[src/rtl/fetch_pc_unit.sv]
// rtl/fetch_pc_unit.sv - DLX fetch program counter with debug run-control FSM
// Optional BRANCH_DELAY_SLOT_EN: flush tied low so the delay-slot instruction executes.
module fetch_pc_unit #(
   parameter int                  PC_WIDTH = 32,
   parameter logic [PC_WIDTH-1:0] RESET_PC = '0
) (
   input  logic                clock,
   input  logic                reset_n,
   input  logic                PC_sel,
   input  logic [PC_WIDTH-1:0] branch_target,
   input  logic                jump_sel,
   input  logic [PC_WIDTH-1:0] jump_target,
   input  logic                stall,
   input  logic                halt_instr,
   input  logic                run_req,
   input  logic                step_req,
   input  logic                halt_req,
   output logic [PC_WIDTH-1:0] pc,
   output logic [PC_WIDTH-1:0] pc_plus4,
   output logic                fetch_en,
   output logic                flush,
   output logic [1:0]          run_state,
   output logic                step_done
);

   typedef enum logic [1:0] {
      IDLE   = 2'd0,
      RUN    = 2'd1,
      STEP   = 2'd2,
      HALTED = 2'd3
   } state_t;

   state_t              state_q;
   state_t              state_d;
   logic                advance;
   logic                pc_load;
   logic [PC_WIDTH-1:0] pc_next;

   assign advance  = ((state_q == RUN) || (state_q == STEP)) && !stall;
   // A halt opcode in RUN freezes the pc on the same edge the FSM leaves RUN.
   assign pc_load  = advance && !((state_q == RUN) && halt_instr);
   assign fetch_en = advance;
   assign pc_plus4 = pc + {{(PC_WIDTH-3){1'b0}}, 3'd4};

`ifdef BRANCH_DELAY_SLOT_EN
   assign flush = 1'b0;
`else
   assign flush = advance && (PC_sel || jump_sel);
`endif

   always_comb begin
      pc_next = pc_plus4;
      if (jump_sel) begin
         pc_next = {jump_target[PC_WIDTH-1:2], 2'b00};
      end else if (PC_sel) begin
         pc_next = {branch_target[PC_WIDTH-1:2], 2'b00};
      end
   end

   always_comb begin
      state_d = state_q;
      case (state_q)
         IDLE: begin
            if (step_req) begin
               state_d = STEP;
            end else if (run_req) begin
               state_d = RUN;
            end
         end
         RUN: begin
            if (halt_req || halt_instr) begin
               state_d = HALTED;
            end
         end
         STEP: state_d = IDLE;
         HALTED: begin
            if (step_req) begin
               state_d = STEP;
            end else if (run_req) begin
               state_d = RUN;
            end
         end
         default: state_d = IDLE;
      endcase
   end

   always_ff @(posedge clock) begin
      if (!reset_n) begin
         state_q   <= IDLE;
         pc        <= RESET_PC;
         step_done <= 1'b0;
      end else begin
         state_q   <= state_d;
         step_done <= (state_q == STEP);
         if (pc_load) begin
            pc <= pc_next;
         end
      end
   end

   assign run_state = state_q;

endmodule

[config.mk]
export PLATFORM = sky130hd
export DESIGN_NAME = fetch_pc_unit
export DESIGN_NICKNAME = d
export VERILOG_FILES = /design/src/rtl/fetch_pc_unit.sv
export SDC_FILE = /design/constraint.sdc
export NUM_CORES = 1
export LEC_CHECK = 0
export ABC_AREA = 1
export ABC_CLOCK_PERIOD_IN_PS = 2300
export CORE_MARGIN = 2
export CORE_UTILIZATION = 35
export DETAILED_ROUTE_END_ITERATION = 12
export PLACE_DENSITY = 0.77
export SKIP_LAST_GASP = 1
export SYNTH_ARGS = -nofsm -noshare
export SYNTH_HDL_FRONTEND = slang
export SYNTH_SLANG_ARGS = --single-unit
[constraint.sdc]
create_clock -name clock -period 2.3 [get_ports clock]
set_clock_uncertainty 0.05 [all_clocks]
set_input_delay 0.46 -clock clock [delete_from_list [all_inputs] [get_ports clock]]
set_output_delay 0.46 -clock clock [all_outputs]
set_load 0.1 [all_outputs]
==> summary.txt, run 1 <==
CTS
  – Clock root cell: clkbuf_8
  – Num CTS Buffers: 5
  – Clk_lat worst skew: 290 ps
  – Clk sinks: 33
  – Reg clk slew, reported paths: 70 ps
  – CTS tree: done
  – Clock tree buffer depth: 2
  – Hold_buf cts: 0
  – CTS HTree Levels: 2

Drt
  – DRC viols: 0
  – Routed via count: 3656
  – Detailed-route wire length: 10.7 mm
  – Final ANT Viol Nets: 0
  – Detailed Route Iter0 Violations: 122
  – Via density: 5.04
  – TritonRoute pass-1 iters: 4
  – Post-DR wirelength/cell: 14.7 um

Die
  – Die area: 0.00885 mm^2
  – Die H: 94.1 um
  – # rows: 32
  – Core Footprint: 0.00781 mm^2
  – Initial core utilization: 36.4%
  – Die W: 94.1 um
  – # IOs: 142

Placed design
  – Port-buffer cells: 133
  – GPL Wtd Cong: 0.920
  – Dpl ws: 150 ps
  – Post-DP HPWL: 7.93 mm

Synthesis
  – Post-synthesis cell area: 0.00284 mm^2
  – Top cells by count, synth: nand2_1, nor2_1, a21oi_1, o21ai_0, inv_1
  – EDFF count, synth: 0
  – Post-Synthesis Cells: 481
  – Mean Syn Cell Area: 5.90 um^2
  – Synth unique cells: 36
  – Area leader, netlist: dfxtp_1
  – Post-synthesis sequential area ratio: 23.3%
  – Synth top area cells: dfxtp_1, nand2_1, nor2_1, a21oi_1, o21ai_0
  – Synth top area share: 23.3%
  – Post-synth top flop: dfxtp_1
  – Most frequent cell after synthesis: nand2_1
  – YS warnings: 0
  – Yosys reg bits: 33
  – Ys async rst share: 0%

Timing
  – Final WS setup: 54.4 ps
  – Final period util: 97.6%
  – Fin crit period: 2250 ps
  – # setup viols final: 0
  – Total negative setup slack: 0 ps
  – Final Hold Viols: 0
  – RSZ-0062 raised after global routing: true
  – Fmax: 445 MHz
  – Max Slew Vio Count: 0

Worst setup path
  – CP required: 1790 ps
  – Slowest cell on crit path: dfxtp_4
  – CP top delay family: simple AND/OR/NAND/NOR gates
  – Crit Path Class: register to output port
  – Crit Path Max Fanout: 6
  – Max incr delay on CP: 390 ps
  – CP startpoint kind: register
  – Buffers & Inverters on Critical Path: 2
  – CP cell instances: clkinvlp_4 > nor2_8 > nand2_8 > nor2_8 > nand2_2 > nand2_4 > nand2_8 > buf_12
  – Crit path arrival time: 1740 ps
  – CP endpoint kind: output port

Status
  – Status: completed

Cells and area
  – Share of cells above drive strength 1: 38.4%
  – Fill count: 657
  – N_diodes: 0
  – Final net count: 698
  – Area grow syn2layout: 88.9%

GRT
  – Largest net degree at the start of global routing: 33
  – GR Overflow Total: 0
  – Vias in the first global route: 3643
  – Gr usage total: 24.3%
  – First-pass GRT wire length: 17.4 mm
  – Initial antenna violation count: 0

Worst hold path
  – Hold Crit Class: register to register

Job
  – Max Cap Viol: 0

Pwr
  – Worst vdd ir: 0.00118 V
  – PwrDens: 1520 mW/mm^2
  – LEAKAGE: 2.24 nW
placed cells by master (no fill, tap or decap), types with 2 or more instances in the layout:
cell,instances
conb_1,4
xor2_4,2
nand2_4,15
dfxtp_4,13
nand2_1,68
inv_1,37
nor2_1,74
ha_4,2
a21oi_2,6
nor2_4,11
o21ai_2,4
buf_12,32
dfxtp_2,17
clkbuf_8,6
dfxtp_1,3
a21oi_1,54
o21ai_0,40
nand3_1,16
buf_4,57
o21ai_1,10
xnor2_4,5
nor2_2,13
clkbuf_1,2
nand3b_1,2
nand2_2,23
nand3_2,9
nand2_8,10
nand3_4,2
nor2_8,4
clkdlybuf4s50_1,67
logic make-up (layout without fill, tap and decap cells):
kind of cell	count (synthesis)	in the layout	share of synthesized area (%)
simple gates	252	252	41.1
flops	33	33	23.3
fa+ha+maj	3	3	1.32
buf+inv	67	206	9.83
other cells	1	4	0.132
xor+xnor	8	8	2.47
compound gates	117	117	21.9
power breakdown:
group | switching [W] | total (W) | internal [W]
combinational | 0.00447 | 0.00633 | 0.00187
clock | 0.000228 | 0.000473 | 0.000244
sequential | 0.000452 | 0.00134 | 0.000883
total | 0.00515 | 0.00814 | 0.00299
registers in the layout, indices dropped and copies added, names as in the netlist:
register,flops
run_state,2
pc,30
step_done,1
tightest hold or removal path, cell delays in order (launching register included):
cell and delay (ps):
dfxtp_4 370, inv_4 60, a221oi_1 60
through the flow:
stage	utilization (%)	instances	total power, W	hold WS, ps	area [um^2]
4_1_cts	66.5	717	0.00808	473	5190
3_3_place_gp	64.2	705	0.00748	445	5020
3_5_place_dp	64.2	705	0.00756	465	5020
6_report	68.7	725	0.00814	477	5360
2_1_floorplan	-	484	0.00574	551	3370
5_1_grt	68.7	725	0.00846	491	5360
repair_timing:
action | CTS | global route
resized for setup | 12 | 35
setup buffers | 4 | 8
pin swaps | 4 | 13
endpoints found under the setup margin | 18 | 19
cloned | 0 | 0
per-layer routing:
layer / routed length, um / GRT usage [%] / vias up
met5: 0 / 0 / -
met4: 93 / 4.83 / 0
met3: 803 / 6.42 / 7
met2: 5480 / 44.2 / 123
met1: 4300 / 28.7 / 1704
li1: - / - / 1822
layout make-up:
class	count	area [um^2]	share of cell area (%)
multi-input combinational	384	2510	46.8
inverter	41	160	2.99
tap	102	128	2.38
clock buffer	8	90.1	1.68
sequential	33	731	13.6
timing repair buffer	157	1740	32.5
worst paths after layout:
| check | slack [ps] | end | cells past startpoint | startpoint |
|---|---|---|---|---|
| max | 50 | pc_plus4[25] | 8 | pc[2] |
| min | 480 | run_state[0] | 2 | run_state[0] |
| max reg2reg | 610 | pc[11] | 8 | run_state[0] |
| min reg2reg | 480 | run_state[0] | 2 | run_state[0] |
Power figures use the tool's default switching activity.
==> run 2: changes to the inputs <==
ABC_AREA = 0   (was 1)
PLACE_DENSITY = 0.78   (was 0.77)
==> summary.txt, run 2 <==
GRT
  – Largest net degree at the start of global routing: 34 (+3.0%)
  – Gr usage total: 27.3% (+3.0 points)
  – Initial antenna violation count: 0 (unchanged)
  – First-pass GRT wire length: 18.6 mm (+7.0%)
  – GR Overflow Total: 0 (unchanged)
  – Vias in the first global route: 3726 (+2.3%)

Worst setup path
  – Reg2reg setup slack: 140 ps (-470 ps)
  – CP startpoint kind: register
  – Crit path arrival time: 2020 ps (+280 ps)
  – Most frequent CP cell: buf_4
  – FF-to-FF path depth: 10 (+2)
  – Crit Reg-Reg Startpoint: pc[2]
  – Reg-to-Reg End: pc[19]
  – Max incr delay on CP: 370 ps (-20 ps)
  – CP endpoint kind: output port
  – Slowest cell on crit path: dfxtp_4
  – Crit Path Max Fanout: 4 (-2)
  – CP cell instances: nand4_1 > buf_4 > nor3_2 > buf_4 > and3_4 > xor2_4 > buf_12
  – Crit Path Class: register to output port
  – CP required: 1790 ps (about the same)

Synthesis
  – Synth Area in Compound Gates: 28.1% (+6.3 points)
  – Synth unique cells: 60 (+67%)
  – Top cells by count, synth: dfxtp_1, nand2_1, a21oi_1, clkbuf_1
  – Ys async rst share: 0% (unchanged)
  – Area leader, netlist: dfxtp_1
  – Synth Area in XOR/XNOR: 9.02% (+6.6 points)
  – YS warnings: 0 (unchanged)
  – EDFF count, synth: 0 (unchanged)
  – Post-synthesis cell area: 0.00272 mm^2 (-4.3%)
  – Synth top area cells: dfxtp_1, xnor2_1, a21oi_1, nand2_1, o21ai_0
  – Yosys reg bits: 33 (unchanged)
  – Post-Synthesis Cells: 365 (-24%)
  – Mean Syn Cell Area: 7.45 um^2 (+26%)
  – Synth top area share: 24.3% (+1.0 points)
  – Largest family of logic cells by synthesized area: simple AND/OR/NAND/NOR gates
  – Post-synthesis adder-cell area fraction: 1.38% (+0.059 points)
  – Post-Synth Simple-Gate Area: 28.3% (-13 points)
  – Post-synthesis sequential area ratio: 24.3% (+1.0 points)
  – Most frequent cell after synthesis: dfxtp_1
  – Mux cell area share after synthesis: 1.52% (+1.5 points)
  – Post-synth top flop: dfxtp_1

Drt
  – Via density: 5.79 (+15%)
  – Final ANT Viol Nets: 0 (unchanged)
  – TritonRoute pass-1 iters: 5 (+1)
  – Detailed-route wire length: 13.0 mm (+22%)
  – Routed via count: 3950 (+8.0%)
  – Post-DR wirelength/cell: 19.1 um (+29%)
  – DRC viols: 0 (unchanged)
  – Detailed Route Iter0 Violations: 309 (+150%)

Cells and area
  – Area occupied by multi-input gates: 0.00268 mm^2 (+6.6%)
  – Area grow syn2layout: 124%
  – FF+latch area: 769 um^2 (+5.3%)
  – Post-route cell area: 0.00610 mm^2 (+14%)
  – Max FFs per register: 30 (unchanged)
  – Non-filler cells, final: 682 (-5.9%)
  – Commonest non-fill, non-tap cell in the layout: buf_4
  – Share of cells above drive strength 1: 48.8% (+10 points)
  – N_diodes: 0 (unchanged)
  – Final net count: 655 (-6.2%)
  – Largest Register: pc
  – Most frequent cells in the layout: buf_4, clkdlybuf4s50_1, buf_12, a21oi_1, dfxtp_4
  – Fill count: 460 (-30%)

Placed design
  – DP Area: 0.00525 mm^2 (+4.7%)
  – GPL Wtd Cong: 0.877 (-4.7%)
  – Post-DP HPWL: 8.04 mm (+1.3%)
  – Placed Instances: 604 (-14%)
  – Port-buffer cells: 133 (unchanged)

Die
  – Core Footprint: 0.00761 mm^2 (-2.6%)
  – # IOs: 142 (unchanged)
  – Initial core utilization: 35.7% (-0.64 points)
  – # rows: 32 (unchanged)
  – Die W: 92.1 um (-2.1%)
  – Die area: 0.00849 mm^2 (-4.1%)
  – Die H: 92.1 um (-2.1%)

Timing
  – RSZ-0062 raised after global routing: true
  – Final WS setup: -229 ps (-283 ps)
  – Final period util: 110% (+12 points)
  – Max Slew Vio Count: 0 (unchanged)
  – Fin crit period: 2530 ps (+283 ps)
  – Fmax: 395 MHz (-11%)
  – Final Hold Viols: 0 (unchanged)
  – # setup viols final: 18 (+18)

Job
  – Max Cap Viol: 0 (unchanged)

CTS
  – Clock root cell: clkbuf_8
  – Reg clk slew, reported paths: 70 ps (about the same)
  – Clock tree buffer depth: 2 (unchanged)
  – Clk_lat worst skew: 290 ps (about the same)
  – Num CTS Buffers: 5 (unchanged)
  – CTS HTree Levels: 2 (unchanged)
  – Clk sinks: 33 (unchanged)
  – Hold_buf cts: 0 (unchanged)
  – CTS tree: done

Worst hold path
  – Hold path depth: 2 (unchanged)
  – Hold Crit Class: register to register
  – Worst Hold End: run_state[0]
  – Hold Startpoint: run_state[0]

Status
  – Status: finished with violations
  – Failing checks: negative setup slack

Pwr
  – LEAKAGE: 2.58 nW (+15%)
  – PwrDens: 1030 mW/mm^2 (-32%)
  – Worst vdd ir: 0.000945 V (-20%)
[run 2: cell count changes in the layout (fill, tap and decap cells not counted), moves of 15 or more]
cell,previous run,this run
inv_1,37,9
a21oi_1,54,30
nand2_1,68,27
o21ai_0,40,23
nand2_2,23,0
buf_4,57,125
nor2_1,74,15
dfxtp_4,13,28
[run 2: layout make-up]
class / count / area share [%]
sequential: 33 / 12.6
tap: 102 / 2.09
clock inverter: 1 / 0.0615
multi-input combinational: 290 / 43.9
clock buffer: 7 / 1.25
timing repair buffer: 238 / 39.4
inverter: 11 / 0.677
[run 2: metal layers]
metal,global-route usage [%],routed length [um]
met3,6.00,1290
met2,47.2,6400
met5,0,0
met4,10.2,488
met1,33.3,4810
[run 2: kinds of logic after synthesis]
kind of cell	after synthesis
other	1
adders and majority gates	3
and+or+nand+nor	134
AOI/OAI and AO/OA	117
DFF	33
buffers and inverters	45
xor gates and xnor gates	28
muxes	4
[run 2: how the worst max path moves through the flow]
stage | start | slack, ps | endpoint | depth (start not counted)
after floorplan | pc[12] | -420 | pc_plus4[19] | 5
after global placement | pc[2] | 6 | pc_plus4[26] | 7
after detailed placement | pc[2] | -50 | pc_plus4[26] | 7
after CTS | pc[3] | -200 | pc_plus4[26] | 7
after global routing | pc[2] | -300 | pc_plus4[27] | 8
final | pc[23] | -230 | pc_plus4[29] | 7
[run 2: power breakdown]
part           switching [W]  internal, W
clock network       0.000223     0.000211
logic                0.00326      0.00160
registers           0.000232     0.000793
[run 2: worst max-delay path: cells and delay by family, from the launching register on]
kind,cells,cell delay [ps]
XOR/XNOR,1,170
buffers and inverters,3,550
flip-flops,1,370
AND/OR/NAND/NOR,3,650
[run 2: through the flow]
stage	worst slack [ps]	TNS [ps]	utilization [%]	power, W	hold slack [ps]
final	-229	-2410	80.2	0.00631	462
after global placement	5.85	0	69.0	0.00553	442
after global routing	-297	-3790	80.2	0.00652	505
after CTS	-205	-1460	76.0	0.00617	467
after detailed placement	-51.9	-74.9	69.0	0.00559	449
after floorplan	-420	-5710	-	0.00431	585
[run 2: timing repair]
action / 4_1_cts / 5_1_grt
cloned: 1 / 0
setup endpoints to repair: 19 / 23
gates resized for setup: 25 / 26
buffers inserted: 42 / 30
pin swaps: 20 / 28
